File: src/rtl/apb_node_pkg.sv
// rtl/apb_node_pkg.sv - shared types and constants for the APB peripheral node
package apb_node_pkg;

   typedef enum logic [2:0] {
      ST_IDLE,
      ST_DN_SETUP,
      ST_DN_ACCESS,
      ST_RESP,
      ST_ERR
   } node_state_e;

   localparam int          ERR_CNT_W     = 16;
   localparam logic [31:0] DEF_ERR_RDATA = 32'hBADC_0DE5;

   // Width of the access-phase watchdog; it only has to hold 0..cycles-1.
   function automatic int to_w(input int cycles);
      return (cycles < 2) ? 1 : $clog2(cycles);
   endfunction

endpackage

File: src/rtl/apb_addr_decoder.sv
// rtl/apb_addr_decoder.sv - priority inclusive-range address decoder
module apb_addr_decoder
   import apb_node_pkg::*;
#(
   parameter int NB_SLAVE       = 5,
   parameter int APB_ADDR_WIDTH = 32,
   parameter int IDX_W          = (NB_SLAVE > 1) ? $clog2(NB_SLAVE) : 1
) (
   input  logic [APB_ADDR_WIDTH-1:0]               addr_i,
   input  logic [NB_SLAVE-1:0][APB_ADDR_WIDTH-1:0] start_addr_i,
   input  logic [NB_SLAVE-1:0][APB_ADDR_WIDTH-1:0] end_addr_i,
   output logic                                    hit_o,
   output logic [IDX_W-1:0]                        idx_o,
   output logic                                    miss_o
);

   // Scan from the top index down so the lowest matching slave is the last writer.
   always_comb begin
      hit_o = 1'b0;
      idx_o = '0;
      for (int i = NB_SLAVE - 1; i >= 0; i--) begin
         if ((addr_i >= start_addr_i[i]) && (addr_i <= end_addr_i[i])) begin
            hit_o = 1'b1;
            idx_o = IDX_W'(i);
         end
      end
   end

   assign miss_o = ~hit_o;

endmodule

File: src/rtl/apb_node_guard.sv
// rtl/apb_node_guard.sv - APB 1-to-N node with decode-miss error, watchdog and error counter
module apb_node_guard
   import apb_node_pkg::*;
#(
   parameter int                        NB_SLAVE       = 5,
   parameter int                        APB_ADDR_WIDTH = 32,
   parameter int                        APB_DATA_WIDTH = 32,
   parameter int                        TIMEOUT_CYCLES = 255,
   parameter logic [APB_DATA_WIDTH-1:0] ERR_RDATA      = APB_DATA_WIDTH'(DEF_ERR_RDATA)
) (
   input  logic                                    clk_i,
   input  logic                                    rst_i,
   input  logic [APB_ADDR_WIDTH-1:0]               paddr_i,
   input  logic [APB_DATA_WIDTH-1:0]               pwdata_i,
   input  logic                                    pwrite_i,
   input  logic                                    psel_i,
   input  logic                                    penable_i,
   output logic [APB_DATA_WIDTH-1:0]               prdata_o,
   output logic                                    pready_o,
   output logic                                    pslverr_o,
   input  logic [NB_SLAVE-1:0][APB_ADDR_WIDTH-1:0] start_addr_i,
   input  logic [NB_SLAVE-1:0][APB_ADDR_WIDTH-1:0] end_addr_i,
   output logic [APB_ADDR_WIDTH-1:0]               paddr_o,
   output logic [APB_DATA_WIDTH-1:0]               pwdata_o,
   output logic                                    pwrite_o,
   output logic [NB_SLAVE-1:0]                     psel_o,
   output logic                                    penable_o,
   input  logic [NB_SLAVE-1:0][APB_DATA_WIDTH-1:0] prdata_i,
   input  logic [NB_SLAVE-1:0]                     pready_i,
   input  logic [NB_SLAVE-1:0]                     pslverr_i,
   output logic                                    timeout_o,
   output logic [ERR_CNT_W-1:0]                    err_count_o
);

   localparam int IDX_W = (NB_SLAVE > 1) ? $clog2(NB_SLAVE) : 1;
   localparam int TO_W  = to_w(TIMEOUT_CYCLES);

   node_state_e               state_q, state_d;
   logic [IDX_W-1:0]          idx_q;
   logic [APB_ADDR_WIDTH-1:0] addr_q;
   logic [APB_DATA_WIDTH-1:0] wdata_q;
   logic                      write_q;
   logic [APB_DATA_WIDTH-1:0] rdata_q;
   logic                      slverr_q;
   logic [TO_W-1:0]           to_cnt_q;
   logic                      timeout_q;
   logic [ERR_CNT_W-1:0]      err_cnt_q;

   logic                      dec_hit;
   logic                      dec_miss;
   logic [IDX_W-1:0]          dec_idx;

   logic                      dn_active;
   logic                      err_inc;
   logic                      to_expire;
   logic                      sel_ready;
   logic                      sel_slverr;
   logic [APB_DATA_WIDTH-1:0] sel_rdata;

   apb_addr_decoder #(
      .NB_SLAVE       (NB_SLAVE),
      .APB_ADDR_WIDTH (APB_ADDR_WIDTH),
      .IDX_W          (IDX_W)
   ) u_decoder (
      .addr_i       (paddr_i),
      .start_addr_i (start_addr_i),
      .end_addr_i   (end_addr_i),
      .hit_o        (dec_hit),
      .idx_o        (dec_idx),
      .miss_o       (dec_miss)
   );

   assign to_expire = (to_cnt_q == TO_W'(TIMEOUT_CYCLES - 1));

   // One-hot downstream select and response mux for the captured slave index.
   always_comb begin
      psel_o     = '0;
      sel_ready  = 1'b0;
      sel_slverr = 1'b0;
      sel_rdata  = '0;
      for (int i = 0; i < NB_SLAVE; i++) begin
         if (idx_q == IDX_W'(i)) begin
            psel_o[i]  = dn_active;
            sel_ready  = pready_i[i];
            sel_slverr = pslverr_i[i];
            sel_rdata  = prdata_i[i];
         end
      end
   end

   // State register; reset drops the downstream select immediately via the state.
   always_ff @(posedge clk_i or posedge rst_i) begin
      if (rst_i) begin
         state_q <= ST_IDLE;
      end else begin
         state_q <= state_d;
      end
   end

   // Next-state logic and the upstream/downstream handshake outputs.
   always_comb begin
      state_d   = state_q;
      dn_active = 1'b0;
      penable_o = 1'b0;
      pready_o  = 1'b0;
      pslverr_o = 1'b0;
      prdata_o  = '0;
      err_inc   = 1'b0;
      unique case (state_q)
         ST_IDLE: begin
            if (psel_i && !penable_i) begin
               if (dec_hit) begin
                  state_d = ST_DN_SETUP;
               end else if (dec_miss) begin
                  state_d = ST_ERR;
                  err_inc = 1'b1;
               end
            end
         end
         ST_DN_SETUP: begin
            dn_active = 1'b1;
            state_d   = ST_DN_ACCESS;
         end
         ST_DN_ACCESS: begin
            dn_active = 1'b1;
            penable_o = 1'b1;
            if (sel_ready) begin
               state_d = ST_RESP;
            end else if (to_expire) begin
               state_d = ST_ERR;
               err_inc = 1'b1;
            end
         end
         ST_RESP: begin
            pready_o  = psel_i;
            pslverr_o = psel_i & slverr_q;
            prdata_o  = rdata_q;
            state_d   = ST_IDLE;
         end
         ST_ERR: begin
            pready_o  = psel_i;
            pslverr_o = psel_i;
            prdata_o  = ERR_RDATA;
            state_d   = ST_IDLE;
         end
         default: begin
            state_d = ST_IDLE;
         end
      endcase
   end

   // Transfer capture, watchdog counter, timeout pulse and saturating error count.
   always_ff @(posedge clk_i or posedge rst_i) begin
      if (rst_i) begin
         idx_q     <= '0;
         addr_q    <= '0;
         wdata_q   <= '0;
         write_q   <= 1'b0;
         rdata_q   <= '0;
         slverr_q  <= 1'b0;
         to_cnt_q  <= '0;
         timeout_q <= 1'b0;
         err_cnt_q <= '0;
      end else begin
         timeout_q <= 1'b0;
         case (state_q)
            ST_IDLE: begin
               if (psel_i && !penable_i) begin
                  addr_q  <= paddr_i;
                  wdata_q <= pwdata_i;
                  write_q <= pwrite_i;
                  idx_q   <= dec_idx;
               end
            end
            ST_DN_SETUP: begin
               to_cnt_q <= '0;
            end
            ST_DN_ACCESS: begin
               to_cnt_q <= to_cnt_q + 1'b1;
               if (sel_ready) begin
                  rdata_q  <= sel_rdata;
                  slverr_q <= sel_slverr;
               end else if (to_expire) begin
                  timeout_q <= 1'b1;
               end
            end
            default: begin
            end
         endcase
         if (err_inc && (err_cnt_q != {ERR_CNT_W{1'b1}})) begin
            err_cnt_q <= err_cnt_q + 1'b1;
         end
      end
   end

   assign paddr_o     = addr_q;
   assign pwdata_o    = wdata_q;
   assign pwrite_o    = write_q;
   assign timeout_o   = timeout_q;
   assign err_count_o = err_cnt_q;

endmodule
File: config.mk
export PLATFORM = sky130hd
export DESIGN_NAME = apb_node_guard
export DESIGN_NICKNAME = d
export VERILOG_FILES = /design/src/rtl/apb_node_pkg.sv /design/src/rtl/apb_addr_decoder.sv /design/src/rtl/apb_node_guard.sv
export SDC_FILE = /design/constraint.sdc
export NUM_CORES = 1
export LEC_CHECK = 0
export CORE_AREA = 2 2 269 271
export CTS_CLUSTER_DIAMETER = 80
export DETAILED_ROUTE_END_ITERATION = 8
export DIE_AREA = 0 0 271 273
export PLACE_DENSITY = 0.47
export SLEW_MARGIN = 20
export SYNTH_ARGS = -nofsm -noshare
export SYNTH_HDL_FRONTEND = slang
export SYNTH_SLANG_ARGS = --single-unit
File: constraint.sdc
create_clock -name clk_i -period 5.75 [get_ports clk_i]
set_input_delay 0.8625 -clock clk_i [delete_from_list [all_inputs] [get_ports clk_i]]
set_output_delay 0.8625 -clock clk_i [all_outputs]
set_load 0.005 [all_outputs]
== Word-level counts from Yosys, hierarchy flattened ==
Cells that the tools add are included.
Storage, ports and cells
  register bits after elaboration: 129
  input port bits: 559
  logic and storage cells: 98
  output and inout port bits: 122
Cells by class
  bitwise operators: 1
  equality and inequality tests: 12
  add/subtract/negate cells: 2
  multiplexer cells: 47
  magnitude comparators: 10
  reductions and logical operators: 16
Operators with widths (count)
  >= comparator 32 bit: 5
  <= comparator 32 bit: 5
  2-to-1 mux 32 bit: 5
  case mux 32 bit (2 select lines): 1
  2-to-1 mux 1 bit: 28
  2-to-1 mux 3 bit: 9
  adder 16 x 1 -> 16 bit, second input constant: 1
  inequality test 16 bit, second input constant: 1
  case mux 8 bit (2 select lines): 1
  equality test 3 x 2 -> 1 bit, second input constant: 4
  case mux 3 bit (3 select lines): 1
  adder 8 x 1 -> 8 bit, second input constant: 1
  equality test 8 bit, second input constant: 1
  logical AND 1 bit: 7
  equality test 3 x 1 -> 1 bit, second input constant: 2
  equality test 3 bit, second input constant: 2
  zero test 3 bit: 2
  AND reduction 2 bit: 3
  case mux 1 bit (2 select lines): 2
  OR reduction 2 bit: 2
  inequality test 3 bit, second input constant: 1
  inequality test 2 bit, second input constant: 1
  nonzero test 2 bit: 1
  AND 1 bit: 1
  zero test 1 bit: 1

== Logic depth before layout (Yosys ltp) ==
Gate-level depths: netlist (run 1).
  word-level depth: 11
  depth in mapped cells: 13
  mapped depth without buffers: 12

== Modules after synthesis ==
From an unflattened synthesis (run 1), not the netlist that was laid out.
Second synthesis, totals
  cell total of the unflattened synthesis: 1641
  area total of the unflattened synthesis: 14543.9 µm²
Modules (own cells, without submodules)
  apb_addr_decoder: sequential area each 0.0 µm², cells an instance 1116, times used 1, area an instance 8032.7 µm²
  apb_node_guard: sequential area each 3228.1 µm², cells an instance 525, times used 1, area an instance 6511.2 µm²

== Least setup slack after synthesis (run 1) ==
Ideal clock, no wire load.
  path kind: input port to flip-flop
  start: in paddr_i[0]
  end: reg err_cnt_q[11], in the netlist err_count_o[11]
  arrival: 3.321 ns
  data required time: 5.675 ns
  slack: 2.353 ns
  path buffers: 1
  library setup time: 0.075 ns
  cell stages on the path: 13
  path through: inv_1 > ha_1 > nand2b_1 > a21o_1 > nand3_1 > a211oi_1 > o311a_1 > o21ai_0 > nand4_2 > o41a_4 > buf_12 > nor2_4 > xor2_2
On the way
  longest elaborated chain between the ends: 11
  elaborated cells between the ends (all ways): 24
  those cells by class: 10 x order compare; 8 x mux; 6 x reduce/logical
RTL lines
  from (decl): RTL line apb_node_guard.sv:13  | input logic [APB_ADDR_WIDTH-1:0] paddr_i,
  >= comparator 32 bit / <= comparator 32 bit (equally long branches): RTL line apb_addr_decoder.sv:22  | if ((addr_i >= start_addr_i[i]) && (addr_i <= end_addr_i[i])) begin
  logical AND 1 bit: RTL line apb_addr_decoder.sv:22
  2-to-1 mux 1 bit (4 in a row): RTL line apb_addr_decoder.sv:22
  2-to-1 mux 1 bit *: RTL line apb_addr_decoder.sv:22
  2-to-1 mux 1 bit *: RTL line apb_node_guard.sv:112  | if (dec_hit) begin
  2-to-1 mux 1 bit *: RTL line apb_node_guard.sv:111  | if (psel_i && !penable_i) begin
  case mux 1 bit (2 select lines) *: RTL line apb_node_guard.sv:109  | unique case (state_q)
  logical AND 1 bit *: RTL line apb_node_guard.sv:190  | if (err_inc && (err_cnt_q != {ERR_CNT_W{1'b1}})) begin
  to (signal assigned): RTL line apb_node_guard.sv:191  | err_cnt_q <= err_cnt_q + 1'b1;
  to (decl): RTL line apb_node_guard.sv:47  | logic [ERR_CNT_W-1:0] err_cnt_q;
Mark *: on every way between the ends. The rest lies on a longest branch, timed or not.
A chain may end at the register's enable or synchronous reset.

== Worst setup path after layout (run 1) ==
  start: in paddr_i[1]
  end: reg err_cnt_q[5], in the netlist err_count_o[5]
Same word-level chain as after synthesis.

==> flow_summary.json, run 1 <==
{
  "outcome": "finished clean",
  "cts_root_buf": "clkbuf_16",
  "antenna_found_initial": 26,
  "drive_gt1_share_pct": 4.08,
  "hold_buffers": 0,
  "synth-async-reset-ratio_pct": 100,
  "cpPeakStageDelay_ns": 0.85,
  "setup_slack_ns": 1.18,
  "nets": 3517,
  "synth_area_um2": 14900,
  "p_leak_nw": 11.6,
  "critPathBufInv": 2,
  "portBuffers": 680,
  "syn-instance-count": 1955,
  "post-route-drc-count": 0,
  "syn2layout_area_growth_pct": 58.7,
  "finalSetupViolCount": 0,
  "fmax_ghz": 0.219,
  "tightest_slew_ns": 1.04,
  "htree_levels": 4,
  "syn-num-nets": 2837,
  "fin_tns_setup_ns": 0,
  "ios": 681,
  "ys_warn_count": 0,
  "yosysSeqAreaShare_pct": 21.7,
  "gr-usage-all-layers_pct": 20.3,
  "cts_tree": "yes",
  "grt_max_degree": 87,
  "routed-via-count": 16400,
  "cts_inserted_buffers": 17,
  "arrival_ns": 4.89,
  "die_w_um": 271,
  "drt-initial-drc-count": 578,
  "die_y_um": 273,
  "gp_congestion": 0.935,
  "synth_seq_cells": 129,
  "cts.sinks": 129,
  "wl_per_cell_um": 21.5,
  "grt_pass1_wl_um": 112000,
  "cts.repair.resized": 0,
  "hold_class": "flop to flop",
  "peakVddDrop_uv": 199,
  "yosysUniqueCellTypes": 67,
  "max-slew-margin-rel_pct": 30.6,
  "final.min_clock_period_ns": 4.57,
  "dp_hpwl_um": 65400,
  "synth_edf_count": 0,
  "crit_path_start_kind": "input port",
  "coreArea_um2": 71000,
  "cts.path.max_buffers": 2,
  "first_global_vias": 17500,
  "place_ws_ns": 0.726,
  "drv_cap": 0,
  "place_area_um2": 23000,
  "path_clk_slew_ns": 0.06,
  "drt-vias-per-instance": 4.54,
  "clk_latency_ns": 0.44,
  "synth_ff_type": "dfrtp_1",
  "start_util_pct": 21.0,
  "required_ns": 6.06,
  "worstPathMaxFanout": 16,
  "fin_crit_sh_pct": 79.5,
  "design_area_um2": 23600,
  "final_max_slew_viol_count": 0,
  "end_kind": "flop",
  "rows": 98,
  "wirelength_um": 77500,
  "rsz0062_at_grt": "false",
  "critPathSlowestCell": "clkdlybuf4s50_1",
  "hold_violations": 0,
  "design.die.area_um2": 74000,
  "worst-setup-path-type": "input port to flop",
  "total_power_mw": 5.96,
  "ant_nets": 0,
  "syn_area_per_cell_um2": 7.61,
  "critical_path.cell_chain": "clkdlybuf4s50_1 -> ha_1 -> a211oi_1 -> o21ai_0 -> a41oi_1 -> o41ai_1 -> buf_4 -> a21oi_1 -> a311o_1 -> nand4_2 -> o41a_4 -> nand2b_1 -> xnor2_1",
  "grt.overflow.total": 0,
  "crit_family": "compound AO/OA/AOI/OAI gates",
  "postCtsSetupRepairBufs": 0,
  "drt_first_pass_iters": 5,
  "powerDensity_nw_per_um2": 252,
  "skew_ns": 0.0122
}
-- placed cells by master (no fill, tap or decap), types with 42 or more instances in the layout --
cell type        Yosys  layout
inv_1              321     320
nand3_1             67      66
nand2_1            366     366
mux2i_1             42      42
a21oi_1            161     161
nand4_1             64      64
dfrtp_1            129     126
clkdlybuf4s50_1      0     680
a21o_1              54      54
o21ai_0            100     100
ha_1               323     323
-- state kept, by name, summed over array words and instances, names as in the netlist --
signal / cells
err_count_o: 16
slverr_q: 1
state_q: 3
pwrite_o: 1
pwdata_o: 32
idx_q: 3
to_cnt_q: 8
paddr_o: 32
timeout_o: 1
rdata_q: 32
-- final timing paths --
path	startpoint	end	slack (ns)	depth (start not counted)
setup / recovery	paddr_i[1]	err_count_o[5]$_DFFE_PP0P_	1.18	13
max in group asynchronous	rst_i	paddr_o[23]$_DFFE_PP0P_	3.55	3
hold reg to reg	rdata_q[12]$_DFFE_PP0P_	rdata_q[12]$_DFFE_PP0P_	0.47	2
min in group asynchronous	rst_i	pwdata_o[8]$_DFFE_PP0P_	0.95	2
hold / removal	rdata_q[12]$_DFFE_PP0P_	rdata_q[12]$_DFFE_PP0P_	0.47	2
setup reg to reg	idx_q[0]$_DFFE_PP0P_	err_count_o[5]$_DFFE_PP0P_	2.52	8
-- per-stage QoR --
stage / utilization (%) / instances / hold WS [ns]
CTS: 33.2 / 3598 / 0.475
floorplan: - / 1955 / 0.438
global route: 33.3 / 3607 / 0.492
detailed placement: 32.4 / 3566 / 0.460
global placement: 32.4 / 3566 / 0.449
finish: 33.3 / 3608 / 0.469
-- worst register-to-register path, stage by stage (launching register included) --
cell and delay [ns]:
dfrtp_4 0.85, mux4_2 0.67, inv_1 0.07, o21ai_1 0.17, nor4_1 0.59, nand2b_1 0.14, o41a_4 0.25, nand2b_1 0.23
xnor2_1 0.15
-- cell type report --
type,instances,area (um2)
clock buffer,19,453
timing repair buffer,719,7100
antenna,10,25.0
tap,950,1190
clock inverter,13,175
inverter,322,1210
fill,7375,47400
sequential,129,3230
multi-input combinational,1446,10200
-- metal layers --
metal	vias to the layer above	GRT usage (%)	wire, um
met2	573	37.7	39400
met5	-	0	165
met4	26	7.05	2310
met3	106	5.32	5390
met1	7634	22.3	30300
li1	8055	-	-
-- cells by family after synthesis --
kind of cell	after synthesis	synth area share, %
buf+inv	380	9.69
xor+xnor	15	1.24
fa+ha+maj	323	27.2
flops	129	21.7
compound gates	409	16.5
simple gates	654	20.6
mux	45	3.20
-- synthesized netlist by cell type, types with 4 or more instances --
cell type  instances  area [um2]
nand4_1           64         400
nor2_1            35         131
dfrtp_1          129        3230
a221oi_1           4        35.0
nor2_4             9         101
o21a_1             4        30.0
o22ai_1           22         138
nand2b_1           7        43.8
and3_1            10        62.6
nand2_1          366        1370
and4_1             5        43.8
a21oi_1          161         806
a21o_1            54         405
clkbuf_1          49         184
o211ai_1          10        75.1
buf_1              8        30.0
nand3_1           67         335
o21ai_0          100         500
xor2_2             7         114
ha_1             323        4040
nor3_1            18        90.1
a31oi_1            6        37.5
mux2i_1           42         420
xor2_1             5        43.8
nor4_1             9        56.3
and2_1            16         100
inv_1            321        1200
a211oi_1          16         120
nor2b_1           36         225
-- power by group --
group	switching, mW	total [mW]	internal, mW	leakage [nW]
Sequential	0.321	1.62	1.30	1.61
Combinational	1.61	3.15	1.53	9.69
Clock	0.477	1.19	0.715	0.307
Power figures use the tool's default switching activity.
==> run 2: changes to the inputs <==
--- a/config.mk
+++ b/config.mk
@@ -5,11 +5,11 @@
 export SDC_FILE = /design/constraint.sdc
 export NUM_CORES = 1
 export LEC_CHECK = 0
-export CORE_AREA = 2 2 269 271
+export CORE_AREA = 2 2 266 268
 export CTS_CLUSTER_DIAMETER = 80
 export DETAILED_ROUTE_END_ITERATION = 8
-export DIE_AREA = 0 0 271 273
-export PLACE_DENSITY = 0.47
+export DIE_AREA = 0 0 268 270
+export PLACE_DENSITY = 0.5
 export SLEW_MARGIN = 20
 export SYNTH_ARGS = -nofsm -noshare
 export SYNTH_HDL_FRONTEND = slang
==> constraint.sdc (replaced) <==
create_clock -name clk_i -period 3.75 [get_ports clk_i]
set_input_delay 0.5625 -clock clk_i [delete_from_list [all_inputs] [get_ports clk_i]]
set_output_delay 0.5625 -clock clk_i [all_outputs]
set_load 0.005 [all_outputs]
==> flow_summary.json, run 2 (same netlist as run 1, synthesis figures left out) <==
{
  "outcome": "finished clean",
  "powerDensity_nw_per_um2": 369,
  "routed-via-count": 16800,
  "drt-vias-per-instance": 4.51,
  "design.die.area_um2": 72400,
  "die_w_um": 268,
  "worstPathMaxFanout": 5,
  "path_clk_slew_ns": 0.07,
  "setup_slack_ns": 0.113,
  "first_global_vias": 17700,
  "cpPeakStageDelay_ns": 0.50,
  "reg2reg_to": "err_count_o[5]$_DFFE_PP0P_",
  "worst_hold_path.endpoint": "rdata_q[12]$_DFFE_PP0P_",
  "cts_root_buf": "clkbuf_16",
  "post-route-drc-count": 0,
  "dp.cells": 3686,
  "nets": 3650,
  "crit_family": "compound AO/OA/AOI/OAI gates",
  "final.min_clock_period_ns": 3.64,
  "skew_ns": 0.0152,
  "wl_per_cell_um": 20.0,
  "reg2reg_depth": 9,
  "wirelength_um": 74700,
  "r2r-start": "idx_q[0]$_DFFE_PP0P_",
  "drv_cap": 0,
  "htree_levels": 4,
  "cts_tree": "yes",
  "finalSetupViolCount": 0,
  "syn2layout_area_growth_pct": 67.3,
  "final_common_cell": "clkdlybuf4s50_1",
  "critPathBufInv": 3,
  "max-slew-margin-rel_pct": 42.5,
  "reg2reg_slack_ns": 1.08,
  "required_ns": 4.07,
  "end_kind": "flop",
  "crit_path_start_kind": "input port",
  "drive_gt1_share_pct": 9.06,
  "rows": 97,
  "final_max_slew_viol_count": 0,
  "final_cells": 3730,
  "arrival_ns": 3.96,
  "drt_first_pass_iters": 5,
  "peakVddDrop_uv": 319,
  "worst-setup-path-type": "input port to flop",
  "antenna_found_initial": 18,
  "p_leak_nw": 12.3,
  "grt.overflow.total": 0,
  "start_util_pct": 21.4,
  "clk_latency_ns": 0.43,
  "cts.sinks": 129,
  "min-delay-start": "rdata_q[12]$_DFFE_PP0P_",
  "die_y_um": 270,
  "grt_pass1_wl_um": 108000,
  "gp_congestion": 0.922,
  "fin_crit_sh_pct": 97.0,
  "cts_inserted_buffers": 17,
  "critPathSlowestCell": "clkdlybuf4s50_1",
  "hold_violations": 0,
  "critical_path.cell_chain": "clkdlybuf4s50_1 -> inv_1 -> ha_1 -> a21oi_1 -> o21ai_1 -> a2111oi_2 -> o21ai_2 -> a2111o_1 -> o21ai_2 -> nand4_4 -> o41a_4 -> buf_4 -> nand2b_1 -> xnor2_1",
  "ant_nets": 0,
  "fmax_ghz": 0.275,
  "hold_class": "flop to flop",
  "hold_path_depth": 2,
  "gr-usage-all-layers_pct": 20.0,
  "coreArea_um2": 69500,
  "ios": 681,
  "cts.path.max_buffers": 2,
  "path_common_cell": "o21ai_2",
  "portBuffers": 680,
  "layout_common_cells": "676 x clkdlybuf4s50_1, 365 x nand2_1, 323 x ha_1",
  "drt-initial-drc-count": 629,
  "grt_max_degree": 91,
  "place_ws_ns": -0.946,
  "tightest_slew_ns": 0.854,
  "dp_hpwl_um": 64400
}
[run 2: layer usage]
metal | share of wire, % | up-vias | routed length, um | global-route usage (%)
met4 | 2.9 | 16 | 2190 | 7.39
met1 | 40 | 7851 | 30100 | 22.7
met2 | 50 | 526 | 37600 | 36.1
met5 | 0.12 | - | 86 | 0
met3 | 6.3 | 96 | 4720 | 4.32
li1 | - | 8328 | - | -
[run 2: worst max-delay path by stage]
stage,startpoint,endpoint,slack (ns),depth (start not counted)
2_1_floorplan,paddr_i[0],err_count_o[11]$_DFFE_PP0P_,0.65,13
3_3_place_gp,paddr_i[23],err_count_o[14]$_DFFE_PP0P_,-0.94,17
3_5_place_dp,paddr_i[23],err_count_o[14]$_DFFE_PP0P_,-0.95,17
4_1_cts,paddr_i[23],err_count_o[14]$_DFFE_PP0P_,0.0001,17
5_1_grt,paddr_i[9],err_count_o[5]$_DFFE_PP0P_,-0.02,15
6_report,start_addr_i[105],err_count_o[5]$_DFFE_PP0P_,0.11,14
[run 2: metrics by stage]
step / power [mW] / hold slack [ns] / setup TNS, ns / area, um2 / utilization (%)
floorplan: 4.61 / 0.438 / 0 / 14900 / -
global placement: 7.36 / 0.450 / -16.22 / 24100 / 34.7
detailed placement: 7.46 / 0.458 / -16.57 / 24100 / 34.7
CTS: 9.31 / 0.474 / 0 / 24800 / 35.6
global route: 9.91 / 0.476 / -0.0358 / 24900 / 35.8
finish: 9.18 / 0.469 / 0 / 24900 / 35.8
[run 2: timing repair]
action / 4_1_cts / 5_1_grt
gates resized for setup: 11 / 15
hold buffers: 0 / 0
buffers inserted: 0 / 2
gates cloned: 0 / 1
endpoints found under the setup margin: 19 / 14
pin swaps: 1 / 8
[run 2: area by class of cell]
type                    count  area (um2)
multi-input cells        1447       10400
inverters                 322        1210
fillers                  7238       44600
diodes                     10        25.0
flip-flops and latches    129        3230
clock inverters            13         178
repair buffers            851        8290
clock buffers              18         429
well taps                 940        1180
[run 2: worst register-to-register path, cell delays in order, from the launching register on]
cell	delay (ns)
dfrtp_4	0.47
mux4_2	0.53
inv_1	0.08
o21ai_1	0.07
nor4_1	0.55
nand2b_1	0.21
o41a_4	0.18
buf_4	0.18
nand2b_1	0.15
xnor2_1	0.14
[run 2: power breakdown]
group / internal, mW / switching [mW] / leakage (nW)
Combinational: 2.52 / 2.50 / 10.5
Sequential: 1.99 / 0.391 / 1.61
Clock: 1.06 / 0.712 / 0.283
